**src/rtl/wl_sensor_conditioner.sv**
```systemverilog
`default_nettype none
// ============================================================================
// Module  : wl_sensor_conditioner
// Brief   : Synchronizes, debounces and validates the three tank float
//           switches; latches a fault and forces "full" on persistent
//           inconsistency.
// Revision: 1.0 - initial release
// ============================================================================
module wl_sensor_conditioner #(
    parameter int DEBOUNCE_CYCLES = 4,
    parameter int FAULT_CYCLES    = 8
) (
    input  logic       clk,
    input  logic       reset,
    input  logic       raw_s1,
    input  logic       raw_s2,
    input  logic       raw_s3,
    output logic       s1,
    output logic       s2,
    output logic       s3,
    output logic [1:0] level,
    output logic       level_chg,
    output logic       fault
);

    localparam int c_deb_w = $clog2(DEBOUNCE_CYCLES + 1);
    localparam int c_flt_w = $clog2(FAULT_CYCLES + 1);
    localparam logic [c_deb_w-1:0] c_deb_last = c_deb_w'(DEBOUNCE_CYCLES - 1);
    localparam logic [c_flt_w-1:0] c_flt_last = c_flt_w'(FAULT_CYCLES - 1);

    typedef enum logic [1:0] {
        ST_VALID   = 2'd0,
        ST_SUSPECT = 2'd1,
        ST_FAULT   = 2'd2
    } state_t;

    logic [2:0]         w_raw;
    logic [2:0]         r_sync1;
    logic [2:0]         r_sync2;
    logic [2:0]         w_deb;
    logic               w_valid;
    state_t             r_state;
    state_t             w_state_nxt;
    logic [c_flt_w-1:0] r_fcnt;
    logic [c_flt_w-1:0] w_fcnt_nxt;
    logic [2:0]         r_s;
    logic [2:0]         w_s_nxt;
    logic [1:0]         r_level;
    logic [1:0]         w_level_nxt;
    logic               r_level_chg;
    logic               r_fault;
    logic               w_fault_nxt;

    assign w_raw = {raw_s3, raw_s2, raw_s1};

    always_ff @(posedge clk) begin
        if (reset) begin
            r_sync1 <= '0;
            r_sync2 <= '0;
        end else begin
            r_sync1 <= w_raw;
            r_sync2 <= r_sync1;
        end
    end

    generate
        for (genvar gi = 0; gi < 3; gi++) begin : g_deb
            logic               r_stable;
            logic [c_deb_w-1:0] r_cnt;

            always_ff @(posedge clk) begin
                if (reset) begin
                    r_stable <= 1'b0;
                    r_cnt    <= '0;
                end else if (r_sync2[gi] == r_stable) begin
                    r_cnt <= '0;
                end else if (r_cnt == c_deb_last) begin
                    r_stable <= r_sync2[gi];
                    r_cnt    <= '0;
                end else begin
                    r_cnt <= r_cnt + 1'b1;
                end
            end

            assign w_deb[gi] = r_stable;
        end
    endgenerate

    // Float switches fill bottom-up, so only thermometer patterns are legal.
    assign w_valid = (w_deb == 3'b000) || (w_deb == 3'b001) ||
                     (w_deb == 3'b011) || (w_deb == 3'b111);

    always_comb begin
        w_state_nxt = r_state;
        w_fcnt_nxt  = r_fcnt;
        w_s_nxt     = r_s;
        w_fault_nxt = r_fault;
        case (r_state)
            ST_VALID: begin
                if (w_valid) begin
                    w_s_nxt = w_deb;
                end else if (FAULT_CYCLES == 1) begin
                    w_state_nxt = ST_FAULT;
                    w_s_nxt     = 3'b111;
                    w_fault_nxt = 1'b1;
                end else begin
                    w_state_nxt = ST_SUSPECT;
                    w_fcnt_nxt  = c_flt_w'(1);
                end
            end
            ST_SUSPECT: begin
                if (w_valid) begin
                    w_state_nxt = ST_VALID;
                    w_fcnt_nxt  = '0;
                    w_s_nxt     = w_deb;
                end else if (r_fcnt == c_flt_last) begin
                    w_state_nxt = ST_FAULT;
                    w_s_nxt     = 3'b111;
                    w_fault_nxt = 1'b1;
                end else begin
                    w_fcnt_nxt = r_fcnt + 1'b1;
                end
            end
            ST_FAULT: begin
                w_s_nxt     = 3'b111;
                w_fault_nxt = 1'b1;
            end
            default: begin
                w_state_nxt = ST_VALID;
                w_fcnt_nxt  = '0;
            end
        endcase
    end

    assign w_level_nxt = {1'b0, w_s_nxt[0]} + {1'b0, w_s_nxt[1]} + {1'b0, w_s_nxt[2]};

    always_ff @(posedge clk) begin
        if (reset) begin
            r_state     <= ST_VALID;
            r_fcnt      <= '0;
            r_s         <= '0;
            r_level     <= '0;
            r_level_chg <= 1'b0;
            r_fault     <= 1'b0;
        end else begin
            r_state     <= w_state_nxt;
            r_fcnt      <= w_fcnt_nxt;
            r_s         <= w_s_nxt;
            r_level     <= w_level_nxt;
            r_level_chg <= (w_s_nxt != r_s);
            r_fault     <= w_fault_nxt;
        end
    end

    assign s1        = r_s[0];
    assign s2        = r_s[1];
    assign s3        = r_s[2];
    assign level     = r_level;
    assign level_chg = r_level_chg;
    assign fault     = r_fault;

endmodule
`default_nettype wire

```
**config.mk**
```make
export PLATFORM = sky130hd
export DESIGN_NAME = wl_sensor_conditioner
export DESIGN_NICKNAME = d
export VERILOG_FILES = /design/src/rtl/wl_sensor_conditioner.sv
export SDC_FILE = /design/constraint.sdc
export NUM_CORES = 1
export LEC_CHECK = 0
export CAP_MARGIN = 5
export CORE_AREA = 2 2 57 72
export CTS_BUF_LIST = sky130_fd_sc_hd__clkbuf_8
export DETAILED_ROUTE_END_ITERATION = 8
export DIE_AREA = 0 0 59 74
export GPL_TIMING_DRIVEN = 0
export PLACE_DENSITY = 0.66
export REMOVE_ABC_BUFFERS = 1
export SLEW_MARGIN = 15
export SYNTH_ARGS = -nofsm -noshare
export SYNTH_HDL_FRONTEND = slang
export SYNTH_SLANG_ARGS = --single-unit
```
**constraint.sdc**
```tcl
create_clock -name clk -period 2.5 [get_ports clk]
set_input_delay 0.375 -clock clk [delete_from_list [all_inputs] [get_ports clk]]
set_output_delay 0.375 -clock clk [all_outputs]
set_load 0.01 [all_outputs]
```
# ---- Word level (Yosys, flattened, before mapping)
# Cells that the tools add are included.
dict set report word_totals {
  register_bits 31
  latch_bits 0
  mem_bits_rw 0
  mem_bits_ro 0
  in_bits 5
  output_inout_bits 7
  word_cells 72
  memories 0
}
dict set report op_classes {
  n_addsub 6
  mul 0
  n_div 0
  n_lt_le_gt_ge 0
  n_eq_ne 18
  n_shift 0
  mux 15
  n_bitwise 4
  n_reduce_logical 15
}
# operator n
set op_table {}
lappend op_table {{$eq A3 B2 Y1 const B} 4}
lappend op_table {{$mux W4} 3}
lappend op_table {{$pmux W4 S3} 1}
lappend op_table {{$add A3 B1 Y3 const B} 3}
lappend op_table {{$mux W3} 3}
lappend op_table {{$pmux W3 S3} 1}
lappend op_table {{$reduce_and A3 Y1} 3}
lappend op_table {{$reduce_or A3 Y1} 3}
lappend op_table {{$mux W2} 3}
lappend op_table {{$ne A2 B2 Y1 const B} 3}
lappend op_table {{$ne A3 B3 Y1 const B} 2}
lappend op_table {{$pmux W2 S3} 1}
lappend op_table {{$reduce_and A2 Y1} 3}
lappend op_table {{$add A4 B1 Y4 const B} 1}
lappend op_table {{$eq A4 B3 Y1 const B} 1}
lappend op_table {{$not A1 Y1} 4}
lappend op_table {{$eq A1 B1 Y1} 3}
lappend op_table {{$eq A3 B1 Y1 const B} 1}
lappend op_table {{$eq A3 B3 Y1 const B} 1}
lappend op_table {{$logic_not A3 Y1} 1}
lappend op_table {{$logic_or A1 B1 Y1} 3}
lappend op_table {{$ne A3 B3 Y1} 1}
lappend op_table {{$add A1 B1 Y2} 1}
lappend op_table {{$add A2 B1 Y2} 1}
lappend op_table {{other kinds (6)} 7}

# ---- Logic depth before layout (Yosys ltp)
# Gate-level depths: netlist of run 1.
dict set report logic_depth {
  word_depth 8
  depth_mapped 8
  depth_no_buf 8
}

# ---- Worst setup path after synthesis of run 1
# No wires, ideal clock.
dict set report synth_timing {
  path_kind {register to register}
  startpoint {register r_fcnt[0]}
  endpoint {register r_level[0] (netlist: level[0])}
  setup_time_ns 0.115
  t_arrival_ns 1.781
  required_time_ns 2.385
  slack_ns 0.604
  path_stages_with_launch 9
  n_path_buf 0
  period_less_slack_ns 1.896
  cell_sequence {dfxtp_1 -> ha_1 -> and4b_1 -> a211o_1 -> a21oi_1 -> nor2_1 -> ha_1 -> xnor2_1 -> nor2_1}
}
dict set report synth_between {
  elab_chain_cells 6
}
# element line
set synth_rtl {}
lappend synth_rtl {{start, declared} 44} ;# logic [c_flt_w-1:0] r_fcnt;
lappend synth_rtl {{start signal, assigned} 147} ;# r_fcnt <= w_fcnt_nxt;
lappend synth_rtl {{$eq A4 B3 Y1} 116} ;# end else if (r_fcnt == c_flt_last) begin
lappend synth_rtl {{$mux W3} 116}
lappend synth_rtl {{$mux W3} 112} ;# if (w_valid) begin
lappend synth_rtl {{$pmux W3 S3} 98} ;# case (r_state)
lappend synth_rtl {{via w_s_nxt[0]} 47} ;# logic [2:0] w_s_nxt;
lappend synth_rtl {{$add A1 B1 Y2} 135} ;# assign w_level_nxt = {1'b0, w_s_nxt[0]} + {1'b0, w_s_nxt[1]} + {1'b0, w_s_nxt[2]};
lappend synth_rtl {{$add A2 B1 Y2} 135}
lappend synth_rtl {{end signal, assigned} 149} ;# r_level <= w_level_nxt;
lappend synth_rtl {{end, declared} 48} ;# logic [1:0] r_level;
# The timed path passes the listed nets, and every way through them passes these cells.
# A chain may end at the register's enable or synchronous reset.

# ---- Worst setup path after layout of run 1
# Ends and elaborated chain as after synthesis.

==> results of run 1 <==
## layer usage
metal	routed length [um]	global-route usage, %	up-vias	part of all wire (%)
met1	1045	13.15	500	42
met4	53	7.576	0	2.1
met3	103	4.870	6	4.2
met5	0	0	-	0
met2	1266	22.47	21	51
li1	-	-	533	-
## cell usage after synthesis, types with 2 or more instances
library cell	count
dfxtp_1	31
and2_1	3
nand3b_1	2
a21oi_1	9
nor2_1	19
nor2b_1	7
ha_1	8
a31oi_1	3
xnor2_1	4
and3_2	2
nor3_1	2
nand2_1	4
mux2i_1	3
or3_1	6
inv_1	11
nand3_1	5
buf_6	5
## logic make-up after synthesis
| logic type | count (synthesis) | synth area share [%] |
|---|---|---|
| buffers and inverters | 18 | 7.706 |
| AND/OR/NAND/NOR | 58 | 23.30 |
| AO/OA/AOI/OAI | 26 | 13.38 |
| multiplexers | 3 | 2.126 |
| adder cells (fa/ha/maj) | 8 | 7.086 |
| XOR/XNOR | 4 | 2.480 |
| flip-flops | 31 | 43.93 |
## where the power goes
part / internal (mW) / leakage, nW / switching, mW / total, mW
sequential: 0.500 / 0.251 / 0.00248 / 0.502
combinational: 0.0107 / 0.327 / 0.00988 / 0.0205
clock: 0.247 / 0.0557 / 0.175 / 0.421
## layout make-up
class	count	area (um^2)
inverter	11	41.29
sequential	31	620.6
fill	378	2086
clock buffer	7	96.34
timing repair buffer	11	110.1
multi-input combinational	99	683.2
clock inverter	1	3.754
tap	40	50.05
## how the worst max path moves through the flow
| stage | start | to | depth (start not counted) |
|---|---|---|---|
| floorplan | r_fcnt[0]$_SDFFE_PP0P_ | level[0]$_SDFF_PP0_ | 8 |
| global placement | r_fcnt[0]$_SDFFE_PP0P_ | level[0]$_SDFF_PP0_ | 8 |
| detailed placement | r_fcnt[0]$_SDFFE_PP0P_ | level[0]$_SDFF_PP0_ | 8 |
| CTS | r_fcnt[0]$_SDFFE_PP0P_ | level[0]$_SDFF_PP0_ | 8 |
| global route | r_fcnt[0]$_SDFFE_PP0P_ | level[0]$_SDFF_PP0_ | 8 |
| finish | r_fcnt[0]$_SDFFE_PP0P_ | level[0]$_SDFF_PP0_ | 8 |
## worst max-delay path: cells and delay by family, from the launching register on
family / cells / cell delay, ns
flops: 1 / 0.34
compound gates: 2 / 0.46
fa+ha+maj: 2 / 0.60
xor+xnor: 1 / 0.15
simple gates: 3 / 0.39
## cell usage in the layout (no fill, tap or decap), types with 2 or more instances in the layout
master	instances
a31oi_1	3
dfxtp_1	31
or3_1	6
nor2b_1	7
nand2_1	4
nor3_1	2
nor2_1	19
nand3_1	5
and3_2	2
clkbuf_8	7
ha_1	8
nand3b_1	2
clkdlybuf4s50_1	11
a21oi_1	9
mux2i_1	3
xnor2_1	4
and2_1	3
inv_1	12
## per-stage QoR
stage                     instances  hold WS [ns]  setup WS, ns
after floorplan                 141        0.3990        0.6039
after global placement          192        0.4054        0.4367
after detailed placement        192        0.4195        0.4169
after CTS                       200        0.4289        0.4137
after global routing            200        0.4414        0.2712
final                           200        0.4274        0.4057
## state kept, by name, indices dropped and copies added, names as in the netlist
signal,count
r_sync1,3
g_deb.r_stable,3
r_sync2,3
r_s,3
r_state,2
fault,1
g_deb.r_cnt,9
r_fcnt,4
level_chg,1
level,2
==> results.md, run 1 <==
* Post-cts hold buffer count at 0
* Slowest CP cell: dfxtp_1
* Row count at 25
* Vias in the first global route at 992
* Hold Startpoint: g_deb[2].r_cnt[0]$_SDFF_PP0_
* Synth warn at 0
* Fin crit period at 2.094 ns
* Routed wire length at 2.469 mm
* CP arrival at 2.23 ns
* Critical path, cell by cell: ha_1, and4b_1, a211o_1, a21oi_1, nor2_1, ha_1, xnor2_1, nor2_1
* Worst rel slew slack at 45.55%
* Cell Area, Synth at 0.001413 mm^2
* Layout cells sized above 1 at 10.00%
* Peak supply drop at 0.4575 mV
* Total CTS buffers at 5
* Final instance area at 0.001605 mm^2
* Die Y at 74 um
* Die width at 59 um
* PD cells at 588.3 mW/mm^2
* Hold worst-path end: g_deb[2].r_cnt[0]$_SDFF_PP0_
* Setup TNS at 0 ns
* Hold Fails Final Rpt at 0
* Via-to-Cell Ratio at 5.300
* Largest net degree at the start of global routing at 24
* FF-to-FF End: level[0]$_SDFF_PP0_
* Post-synthesis sequential area ratio at 43.93%
* CP Class: reg2reg
* Top FF cell, synth: dfxtp_1
* F_max at 0.4775 GHz
* Power Total at 0.9445 mW
* FF-to-FF path depth at 8
* # IOs at 12
* Synth async-reset ratio at 0%
* Final net count at 172
* Worst slew pin tran at 0.8141 ns
* Clock Sinks at 31
* Overflow after GRT at 0
* Critical path required time at 2.64 ns
* Leak at 0.6342 nW
* Starting density of the core at 38.27%
* First-pass GRT wire length at 4.174 mm
* Core area at 0.003691 mm^2
* Tightest Hold Check Type: reg2reg
* Average instance area after synthesis at 9.545 um^2
* R2R Path Start: r_fcnt[0]$_SDFFE_PP0P_
* Clock Skews at 0.008065 ns
* Leading area contributor after synthesis: dfxtp_1
* Post-synth top area share at 43.93%
* Mapped Cells at 148
* DP HPWL at 1.815 mm
* Worst-path clk slew at 0.07 ns
* Clock latency on the worst-skew pair at 0.28 ns
* Hold path cells at 1
* GPL Wtd Cong at 0.8481
* Critical path launch point type: flip-flop
* Slew Viols, Final at 0
* CTS tree: done
* H-tree depth at 2
* Post-CTS sizing at 0
* N_diodes at 0
* All-Layer GR Usage at 12.96%
* Yosys cell types at 41
* Initial drt markers at 53
* Maxcap violations at 0
* Area after DPL at 0.001505 mm^2
* Layout area overhead at 13.64%
* Crit path largest cell delay at 0.34 ns
* Register bit total from synthesis at 31
* IO buf count at 11
* Initial antenna violation count at 0
* Status: complete, no violations
* Final Util at 43.49%
* Setup Viol. Count Final at 0
* DRC Markers at 0
* Post-CTS setup buffers at 0
* Post-synth EDFFs at 0
* Pre-antenna DRT Iters at 4
* Period utilization at 83.77%
* Most area-consuming cells after synthesis: dfxtp_1 44%, ha_1 7.1%, nor2_1 5.0%, buf_6 4.0%, a21oi_1 3.2%
* Longest Clk Path Bufs at 2
* Total Die Area at 0.004366 mm^2
* Via count at 1,060
* RSZ-0062 raised after global routing: false
* Critical Path Fanout Max at 4
* Root buf cell: clkbuf_8
* DR WL/cell at 12.35 um
* R2R Setup Slk at 0.41 ns
* Critical Path End Type: flip-flop
* Antenna Nets Post-Route at 0
Note: power is estimated with default switching activity, not from simulation.
==> run 2, diff against run 1 <==
clock period = 2 ns   (was 2.5 ns; I/O delays follow)
==> results.md, run 2 (synthesis results as in run 1) <==
* R2R Path Start: r_fcnt[0]$_SDFFE_PP0P_
* Peak supply drop at 0.5798 mV
* RSZ-0062 raised after global routing: false
* Via count at 1,078
* Longest Clk Path Bufs at 2
* Hold Fails Final Rpt at 0
* Die width at 59 um
* All-Layer GR Usage at 13.11%
* Period utilization at 93.19%
* Critical path, cell by cell: ha_4, and4b_2, a211o_1, a21oi_2, nor2_1, ha_1, xnor2_1, nor2_1
* Critical Path Fanout Max at 4
* Critical path launch point type: flip-flop
* Largest net degree at the start of global routing at 24
* Commonest non-fill, non-tap cells in the layout: 30 x dfxtp_1, 19 x nor2_1, 12 x inv_1, 11 x clkdlybuf4s50_1, 8 x a21oi_1
* Hold Startpoint: g_deb[2].r_cnt[0]$_SDFF_PP0_
* F_max at 0.5365 GHz
* Cell family with most CP delay: adder cells
* Slew Viols, Final at 0
* N_diodes at 0
* Post-Layout Cell Count at 202
* Most common cell after layout, fill and taps aside: dfxtp_1
* Critical path required time at 2.14 ns
* Slowest CP cell: dfxtp_4
* Layout area overhead at 16.21%
* Critical Path End Type: flip-flop
* DRC Markers at 0
* Antenna Nets Post-Route at 0
* Clock latency on the worst-skew pair at 0.28 ns
* Fin crit period at 1.864 ns
* Setup Viol. Count Final at 0
* Most frequent CP cell: nor2_1
* IO buf count at 11
* Worst-path clk slew at 0.07 ns
* R2R Setup Slk at 0.14 ns
* Starting density of the core at 38.27%
* FF-to-FF path depth at 8
* Core area at 0.003691 mm^2
* Hold worst-path end: g_deb[2].r_cnt[0]$_SDFF_PP0_
* Clock Skews at 0.007769 ns
* Post-cts hold buffer count at 0
* Row count at 25
* Worst slew pin tran at 0.8260 ns
* Crit path largest cell delay at 0.36 ns
* Max reg flops at 9
* Layout cells sized above 1 at 13.58%
* Tightest Hold Check Type: reg2reg
* Pre-antenna DRT Iters at 4
* Total CTS buffers at 5
* DR WL/cell at 12.66 um
* CTS tree: done
* Total Die Area at 0.004366 mm^2
* Root buf cell: clkbuf_8
* Via-to-Cell Ratio at 5.337
* Final Util at 44.47%
* Maxcap violations at 0
* Die Y at 74 um
* Final net count at 174
* Leak at 0.6444 nW
* Initial drt markers at 44
* Regs by FF count: g_deb.r_cnt x9, r_fcnt x4
* H-tree depth at 2
* CP Class: reg2reg
* Overflow after GRT at 0
* WP buf/inv at 0
* # IOs at 12
* Routed wire length at 2.557 mm
* Status: complete, no violations
* PD cells at 720.1 mW/mm^2
* First-pass GRT wire length at 4.215 mm
* Initial antenna violation count at 0
* Clock Sinks at 31
* Placed cells at 192
* GPL Wtd Cong at 0.8481
* Worst rel slew slack at 44.76%
* FF-to-FF End: level[0]$_SDFF_PP0_
* Hold path cells at 1
* DP HPWL at 1.815 mm
* CP arrival at 2.00 ns
* Vias in the first global route at 1,005
* Largest Register: g_deb.r_cnt
[run 2: cell count changes in the layout (fill, tap and decap cells not counted)]
cell	before	now
dfxtp_1	31	30
a21oi_2	1	2
ha_1	8	7
dfxtp_4	0	1
a21oi_1	9	8
and4b_2	0	1
buf_4	0	2
ha_4	0	1
and4b_1	1	0
[run 2: layer usage]
metal  share of wire (%)  GRT usage, %
met4                 2.7         7.576
met1                  41         13.37
met3                 5.0         4.870
met2                  51         22.72
met5                   0             0
[run 2: what timing repair did]
item / 4_1_cts / 5_1_grt
setup buffers: 0 / 2
gates resized for setup: 2 / 4
setup endpoints to repair: 2 / 2
pin swaps: 0 / 5
[run 2: worst max path at each step]
stage,startpoint,endpoint,depth (start not counted)
4_1_cts,r_fcnt[0]$_SDFFE_PP0P_,level[0]$_SDFF_PP0_,8
2_1_floorplan,r_fcnt[0]$_SDFFE_PP0P_,level[0]$_SDFF_PP0_,8
5_1_grt,r_fcnt[0]$_SDFFE_PP0P_,level[0]$_SDFF_PP0_,8
3_5_place_dp,r_fcnt[0]$_SDFFE_PP0P_,level[0]$_SDFF_PP0_,8
3_3_place_gp,r_fcnt[0]$_SDFFE_PP0P_,level[0]$_SDFF_PP0_,8
6_report,r_fcnt[0]$_SDFFE_PP0P_,level[0]$_SDFF_PP0_,8
[run 2: cell type report]
class | count | area [um^2]
Sequential cell | 31 | 624.3
Clock inverter | 1 | 3.754
Inverter | 11 | 41.29
Timing Repair Buffer | 13 | 125.1
Tap cell | 40 | 50.05
Clock buffer | 7 | 96.34
Fill cell | 372 | 2049
Multi-Input combinational cell | 99 | 700.7
[run 2: worst register-to-register path: stages (launching register included)]
cell,delay [ns]
dfxtp_4,0.36
ha_4,0.18
and4b_2,0.25
a211o_1,0.24
a21oi_2,0.14
nor2_1,0.06
ha_1,0.30
xnor2_1,0.14
nor2_1,0.05
[run 2: power breakdown]
part	switching, mW	leakage (nW)	internal [mW]
Sequential	0.00314	0.252	0.624
Combinational	0.0125	0.337	0.0133
Clock	0.221	0.0557	0.308
Total	0.237	0.644	0.945
[run 2: through the flow]
stage	area [um^2]	worst slack, ns	setup TNS, ns	power, mW	hold WS (ns)
2_1_floorplan	1345	0.1039	0	0.6512	0.3633
3_3_place_gp	1505	-0.06334	-0.1002	0.6670	0.4054
3_5_place_dp	1505	-0.08306	-0.1305	0.6679	0.4195
4_1_cts	1612	0.007616	0	1.206	0.4289
5_1_grt	1642	0.02647	0	1.231	0.4414
6_report	1642	0.1362	0	1.182	0.4280
